--- config.mk ---
export PLATFORM = sky130hd
export DESIGN_NAME = multiport_register_file
export DESIGN_NICKNAME = d
export VERILOG_FILES = /design/src/rtl/regfile_pkg.sv /design/src/rtl/multiport_register_file_scoreboard.sv /design/src/rtl/multiport_register_file.sv
export SDC_FILE = /design/constraint.sdc
export NUM_CORES = 2
export LEC_CHECK = 0
export CAP_MARGIN = 30
export CORE_MARGIN = 4
export CORE_UTILIZATION = 37
export DETAILED_ROUTE_END_ITERATION = 10
export SYNTH_ARGS = -nofsm -noshare
export SYNTH_HDL_FRONTEND = slang
export SYNTH_HIERARCHICAL = 1
export SYNTH_SLANG_ARGS = --single-unit
--- constraint.sdc ---
create_clock -name clock -period 2.5 [get_ports clock]
set_input_delay 0.25 -clock clock [delete_from_list [all_inputs] [get_ports clock]]
set_output_delay 0.25 -clock clock [all_outputs]
set_load 0.02 [all_outputs]
--- src/rtl/regfile_pkg.sv ---
// rtl/regfile_pkg.sv - shared defaults, zero-register constant and address helpers for the register file
package regfile_pkg;

  localparam int unsigned XLEN_DEFAULT     = 64;
  localparam int unsigned NUM_REGS_DEFAULT = 32;
  localparam int unsigned NUM_READ_DEFAULT = 2;
  localparam int unsigned ADDR_W_DEFAULT   = $clog2(NUM_REGS_DEFAULT);
  localparam int unsigned ZERO_REG         = 0;

  typedef logic [ADDR_W_DEFAULT-1:0] reg_addr_t;

  // Writes, issues and reads all treat the hardwired zero register as inert.
  function automatic logic is_live_reg(input logic [31:0] addr);
    return addr != ZERO_REG;
  endfunction

endpackage

--- src/rtl/multiport_register_file_scoreboard.sv ---
// rtl/multiport_register_file_scoreboard.sv - pending-write busy bits with issue-over-writeback priority
module regfile_scoreboard #(
  parameter int unsigned NUM_REGS = 32,
  parameter int unsigned ADDR_W   = $clog2(NUM_REGS)
) (
  input  logic                clock,
  input  logic                reset,
  input  logic                clear_en,
  input  logic [ADDR_W-1:0]   clear_addr,
  input  logic                set_en,
  input  logic [ADDR_W-1:0]   set_addr,
  output logic [NUM_REGS-1:0] busy
);

  logic [NUM_REGS-1:0] busy_next;

  // Set is applied after clear so a same-cycle issue leaves the new producer outstanding.
  always_comb begin
    busy_next = busy;
    if (clear_en) busy_next[clear_addr] = 1'b0;
    if (set_en)   busy_next[set_addr]   = 1'b1;
    busy_next[0] = 1'b0;
  end

  always_ff @(posedge clock) begin
    if (reset) busy <= '0;
    else       busy <= busy_next;
  end

endmodule

--- src/rtl/multiport_register_file.sv ---
// rtl/multiport_register_file.sv - multi-read-port register file with scoreboard; optional REGFILE_BYPASS_EN write-to-read bypass
module multiport_register_file
  import regfile_pkg::*;
#(
  parameter int unsigned XLEN     = XLEN_DEFAULT,
  parameter int unsigned NUM_REGS = NUM_REGS_DEFAULT,
  parameter int unsigned NUM_READ = NUM_READ_DEFAULT,
  localparam int unsigned ADDR_W  = $clog2(NUM_REGS)
) (
  input  logic                       clock,
  input  logic                       reset,
  input  logic                       reg_write,
  input  logic [ADDR_W-1:0]          rd_address,
  input  logic [XLEN-1:0]            write_data,
  input  logic [NUM_READ*ADDR_W-1:0] rs_address,
  output logic [NUM_READ*XLEN-1:0]   rs_data,
  output logic [NUM_READ-1:0]        rs_busy,
  input  logic                       issue_valid,
  input  logic [ADDR_W-1:0]          issue_rd,
  output logic [NUM_REGS-1:0]        busy_vector
);

  logic [XLEN-1:0] regs [NUM_REGS];
  logic            wr_en;
  logic            iss_en;

  assign wr_en  = reg_write   && !reset && is_live_reg(32'(rd_address));
  assign iss_en = issue_valid && !reset && is_live_reg(32'(issue_rd));

  always_ff @(posedge clock) begin
    if (reset) begin
      for (int n = 0; n < NUM_REGS; n++) regs[n] <= '0;
    end else if (wr_en) begin
      regs[rd_address] <= write_data;
    end
  end

  regfile_scoreboard #(
    .NUM_REGS (NUM_REGS),
    .ADDR_W   (ADDR_W)
  ) u_scoreboard (
    .clock      (clock),
    .reset      (reset),
    .clear_en   (wr_en),
    .clear_addr (rd_address),
    .set_en     (iss_en),
    .set_addr   (issue_rd),
    .busy       (busy_vector)
  );

  for (genvar i = 0; i < NUM_READ; i++) begin : g_read
    logic [ADDR_W-1:0] addr;
    logic [XLEN-1:0]   port_data;
    logic              port_busy;

    assign addr = rs_address[i*ADDR_W +: ADDR_W];

    always_comb begin
      port_data = '0;
      port_busy = 1'b0;
      if (is_live_reg(32'(addr))) begin
        port_data = regs[addr];
        port_busy = busy_vector[addr];
`ifdef REGFILE_BYPASS_EN
        // Forward the in-flight writeback; busy only if a new producer issues this cycle.
        if (wr_en && addr == rd_address) begin
          port_data = write_data;
          port_busy = iss_en && (issue_rd == addr);
        end
`endif
      end
    end

    assign rs_data[i*XLEN +: XLEN] = port_data;
    assign rs_busy[i]              = port_busy;
  end

endmodule

* After elaboration in Yosys (flattened, before gate mapping) *
Memories as Yosys holds them, arrays and structs flattened.
Cells that the tools add are included.

word-level totals
  flip-flop bits (word level) = 32
  memory bits (writable) = 2,048
  input bits = 88
  output and inout bits = 162
  logic and storage cells = 46
  memories = 1

operators by class
  order comparisons = 6
  multiplexer cells = 22
  bitwise logic cells = 3
  reductions and logical operators = 12

memories
  memory  depth  bits a word  read ports  clocked after Yosys merged registers in  wr ports  line                           RTL
  regs    32     64           2           0                                        32        multiport_register_file.sv:23  logic [XLEN-1:0] regs [NUM_REGS];

operators by type and width
  cell                  number
  $mux W64              3
  $mux W32              2
  $reduce_or A64 Y1     1
  $and A32 B32 Y32      1
  $not A32 Y32          1
  $or A32 B32 Y32       1
  $lt A5 B6 Y1 const B  4
  $reduce_bool A5 Y1    4
  $mux W1               12
  $bmux W1 S5           2
  $demux W1 S5          2
  $ge A5 B1 Y1 const B  2
  $logic_and A1 B1 Y1   6
  $mux W5               1
  $logic_not A1 Y1      1

* Depth between registers and ports, before layout *
  word-level depth = 9
  depth in mapped cells = 11
  depth with buffers taken out = 6

* Cells and area by module *
The synthesis kept the hierarchy.

by module, submodules not included
  module                   times used  cells each  area each (um^2)  seq. area each (um^2)
  multiport_register_file  1           7,122       108,908.2         61,499.0
  regfile_scoreboard       1           156         1,360.1           620.6

* Least setup slack after synthesis *
Ideal clock, no wire load.

  path kind = input -> output
  start point = in rs_address[5]
  end point = out rs_data[126]
  arrival = 2.423 ns
  data required time = 2.250 ns
  slack = -0.173 ns
  stages = 8
  buffers on the path = 4
  path through = buf_4 -> buf_6 -> buf_4 -> buf_6 -> nand3b_1 -> o221ai_1 -> a221oi_1 -> a2111oi_0

on the way
  cells in the longest elaborated chain, start to end = 2
  elaborated cells between the ends (all ways) = 3
  those cells by class = mux: 1; reduce/logical: 1; memory: 1

ends and longest elaborated chain
  element                                                line                           RTL
  start: declaration                                     multiport_register_file.sv:15  input logic [NUM_READ*ADDR_W-1:0] rs_address,
  $mem_v2 Z32 W64 or $reduce_bool A5 Y1 (tied branches)  --
  $mux W64 (*)                                           multiport_register_file.sv:61  if (is_live_reg(32'(addr))) begin
  end: declaration                                       multiport_register_file.sv:16  output logic [NUM_READ*XLEN-1:0] rs_data,

Mark *: on every way between the ends. The rest lies on a longest branch, timed or not.

==> flow_summary.yaml <==
run_status:
  outcome: "complete, but fails checks"
  violations: "negative setup slack"
yosys:
  muxShareOfSynthArea: 0.227
  synthFlopType: "edfxtp_1"
  synth_cell_types: 60
  synth_compound_area_frac: 0.0434
  synth_edf_count: 2048
  ys_seq_area_frac: 0.563
  syn_inst: 7278
  synth.avg_cell_area_um2: 15.2
  synth_top_family_by_area: "multiplexers"
  synthSimpleGateAreaFrac: 0.133
  synthXorXnorAreaFrac: 0
  synth-seq-cells: 2079
  synthAdderAreaFrac: 0
  yosysWarnings: 6
  syn_area_mm2: 0.110
  async_reset_ff_frac: 0
worst_setup_path:
  r2r_setup_slack_ns: 1.51
  critPathLaunch: "regs[3][48]$_SDFFCE_PN0P_"
  startpoint_type: "flop"
  cp-endpoint: "rs_data[112]"
  cp.required_ns: 2.25
  path_class: "reg -> out"
  r2r_end: "u_scoreboard/busy[13]$_SDFF_PP0_"
  r2r_cells: 5
  path_max_fanout: 2
  r2r_start: "u_scoreboard/busy[13]$_SDFF_PP0_"
  worstSetupEndpointType: "output pin"
  critPathArrivalTime_ns: 2.95
timing:
  rsz0062_at_grt: "yes"
  maxSlewViolCount: 0
  tightest_slew_ns: 1.07
  hold_viol: 0
  fin_skew_ns: 0
  whs_ns: 0.189
  finalWorstSetupSlack_ns: -0.699
  fin_crit_sh: 1.28
  period_needed_ns: 3.20
  fmax_ghz: 0.313
  final-setup-viol-count: 130
  relSlewSlack: 0.281
flow_run:
  cap_violations: 0
clock_tree:
  clock_latency_ns: 0.90
  cts_buffers: 221
  clock-sinks: 2079
  cts-root-buf: "clkbuf_16"
  clockBufferDepth: 4
  clkTransAtPathRegs_ns: 0.06
  cts_tree: "done"
  htree_levels: 4
pwr:
  p_leak_nw: 48.1
  ir_worst_vdd_uv: 600
  p_per_area_mw_per_mm2: 644
  finalPower_mw: 87.2
place:
  place_hpwl_mm: 313
  io_buffers: 248
  placed_area_mm2: 0.126
  place_inst: 11646
  finalWeightedCongestion: 0.962
drt:
  routed_wl_mm: 466
  firstDrtPassIters: 8
  detail-route-antenna-nets: 0
  wl_per_cell_um: 38.4
  vias_per_cell: 6.35
  wl_met1_mm: 166
  remaining_drc_errors: 0
  first_iter_violations: 12677
  route.top_layer_used: "met5"
  route.met2.wl_mm: 212
  num_vias: 77146
  wl_met3_mm: 55.0
global_route:
  grt_max_degree: 50
  grt-ovfl-total: 0
  grt_use_total: 0.296
  antenna_found_initial: 57
  grt_pass1_vias: 75783
  grt_pass1_wl_mm: 634
floorplanning:
  core_area_mm2: 0.297
  initial_core_util: 0.372
  fp-row-count: 200
  pin_count: 250
  die_h_um: 554
  die-area_mm2: 0.307
  die_x_um: 554
final_layout:
  layout_common_cells: "edfxtp_1 (2,048), and2_1 (1,985), mux4_2 (918), buf_4 (642), mux2i_1 (363)"
  final_common_cell: "edfxtp_1"
  final_cell_area_mm2: 0.135
  syn_to_final_growth_pct: 22.8
  n_fill_cell: 25692
  layout-drive-gt1-share: 0.334
  nets: 8079
  fin_cells: 12146
  ff_latch_area_mm2: 0.0621
  multiInputGateArea_mm2: 0.0470
worst_hold_path:
  hold_class: "in -> reg"
==> kinds of logic after synthesis <==
family | count (synthesis)
multiplexers | 1356
other | 2
AO/OA/AOI/OAI | 633
buffers and inverters | 814
AND/OR/NAND/NOR | 2394
flip-flops | 2079
==> final cells by class <==
type	count	area share
Timing Repair Buffer	1236	0.107
Inverter	5	0.000222
Multi-Input combinational cell	4448	0.347
Sequential cell	2079	0.459
Clock buffer	276	0.0427
Tap cell	3939	0.0364
Clock inverter	112	0.00654
Antenna cell	51	0.000942
==> power breakdown <==
group | internal [mW] | switching [mW] | total [mW]
registers | 40.2 | 0.981 | 41.1
clock network | 17.6 | 14.3 | 31.9
logic | 6.20 | 7.95 | 14.1
total | 64.0 | 23.2 | 87.2
==> per-layer routing <==
metal,global-route usage,vias up
met1,0.380,40257
met5,0,-
met2,0.458,6013
li1,-,29548
met4,0.175,4
met3,0.0694,1324
==> worst max-delay path, cell delays in order, from the launching register on <==
cell and delay (ns):
edfxtp_1 0.40, mux4_2 0.50, mux4_2 0.53, o22ai_2 0.20, buf_6 0.15, nor3_4 0.08
buf_6 0.16
==> worst min path at each step <==
stage | start | endpoint | slack (ns) | cells after the start
6_report | issue_rd[3] | u_scoreboard/busy[11]$_SDFF_PP0_ | 0.19 | 4
4_1_cts | issue_rd[4] | u_scoreboard/busy[19]$_SDFF_PP0_ | 0.14 | 4
2_1_floorplan | reset | u_scoreboard/busy[16]$_SDFF_PP0_ | 0.43 | 3
3_5_place_dp | u_scoreboard/busy[7]$_SDFF_PP0_ | u_scoreboard/busy[7]$_SDFF_PP0_ | 0.63 | 3
3_3_place_gp | u_scoreboard/busy[7]$_SDFF_PP0_ | u_scoreboard/busy[7]$_SDFF_PP0_ | 0.62 | 3
5_1_grt | issue_rd[3] | u_scoreboard/busy[8]$_SDFF_PP0_ | 0.21 | 4
==> registers in the layout, indices dropped and copies added (netlist names) <==
register,count
regs,2048
u_scoreboard/busy,31
==> what timing repair did <==
action                                  CTS  global route
pin swaps                               305            66
resized for setup                       680            73
endpoints found under the setup margin  130           130
cloned                                    1             2
buffers inserted                         51            22
endpoints found under the hold margin     9             0
hold buffers                              1             0
==> stage by stage <==
step | setup WS [ns] | utilization | setup TNS [ns]
2_1_floorplan | 0.0224 | - | 0
3_3_place_gp | -1.21 | 0.424 | -193.51
3_5_place_dp | -1.18 | 0.424 | -190.36
4_1_cts | -0.735 | 0.454 | -50.10
5_1_grt | -0.729 | 0.456 | -51.91
6_report | -0.699 | 0.456 | -45.53
==> Yosys cell counts (all sizes together) (3+ instances only) <==
cell	count	area share
a2111oi	9	0.00073
a211o	79	0.0063
and2b	21	0.0014
and3	39	0.0022
nand2b	4	0.00023
nor2	80	0.0027
edfxtp	2048	0.56
a22o	86	0.0068
buf	227	0.013
nand2	18	0.00061
a21oi	34	0.0015
a221o	6	0.00054
a221oi	34	0.0027
mux4	918	0.19
o21a	23	0.0016
clkbuf	582	0.020
and2	1987	0.11
mux2i	418	0.038
o22ai	64	0.0036
o22a	3	0.00024
dfxtp	31	0.0056
o221ai	91	0.0072
nor2b	19	0.0011
a22oi	49	0.0033
nand3b	15	0.0010
a211oi	17	0.0012
a21o	43	0.0029
inv	3	0.00010
or2	40	0.0023
o21ai	88	0.0040
or3b	9	0.00074
or3	6	0.00034
mux2	20	0.0020
nor4	8	0.00051
nor3	7	0.00032
nand3	135	0.0061
Note: power is estimated with default switching activity, not from simulation.
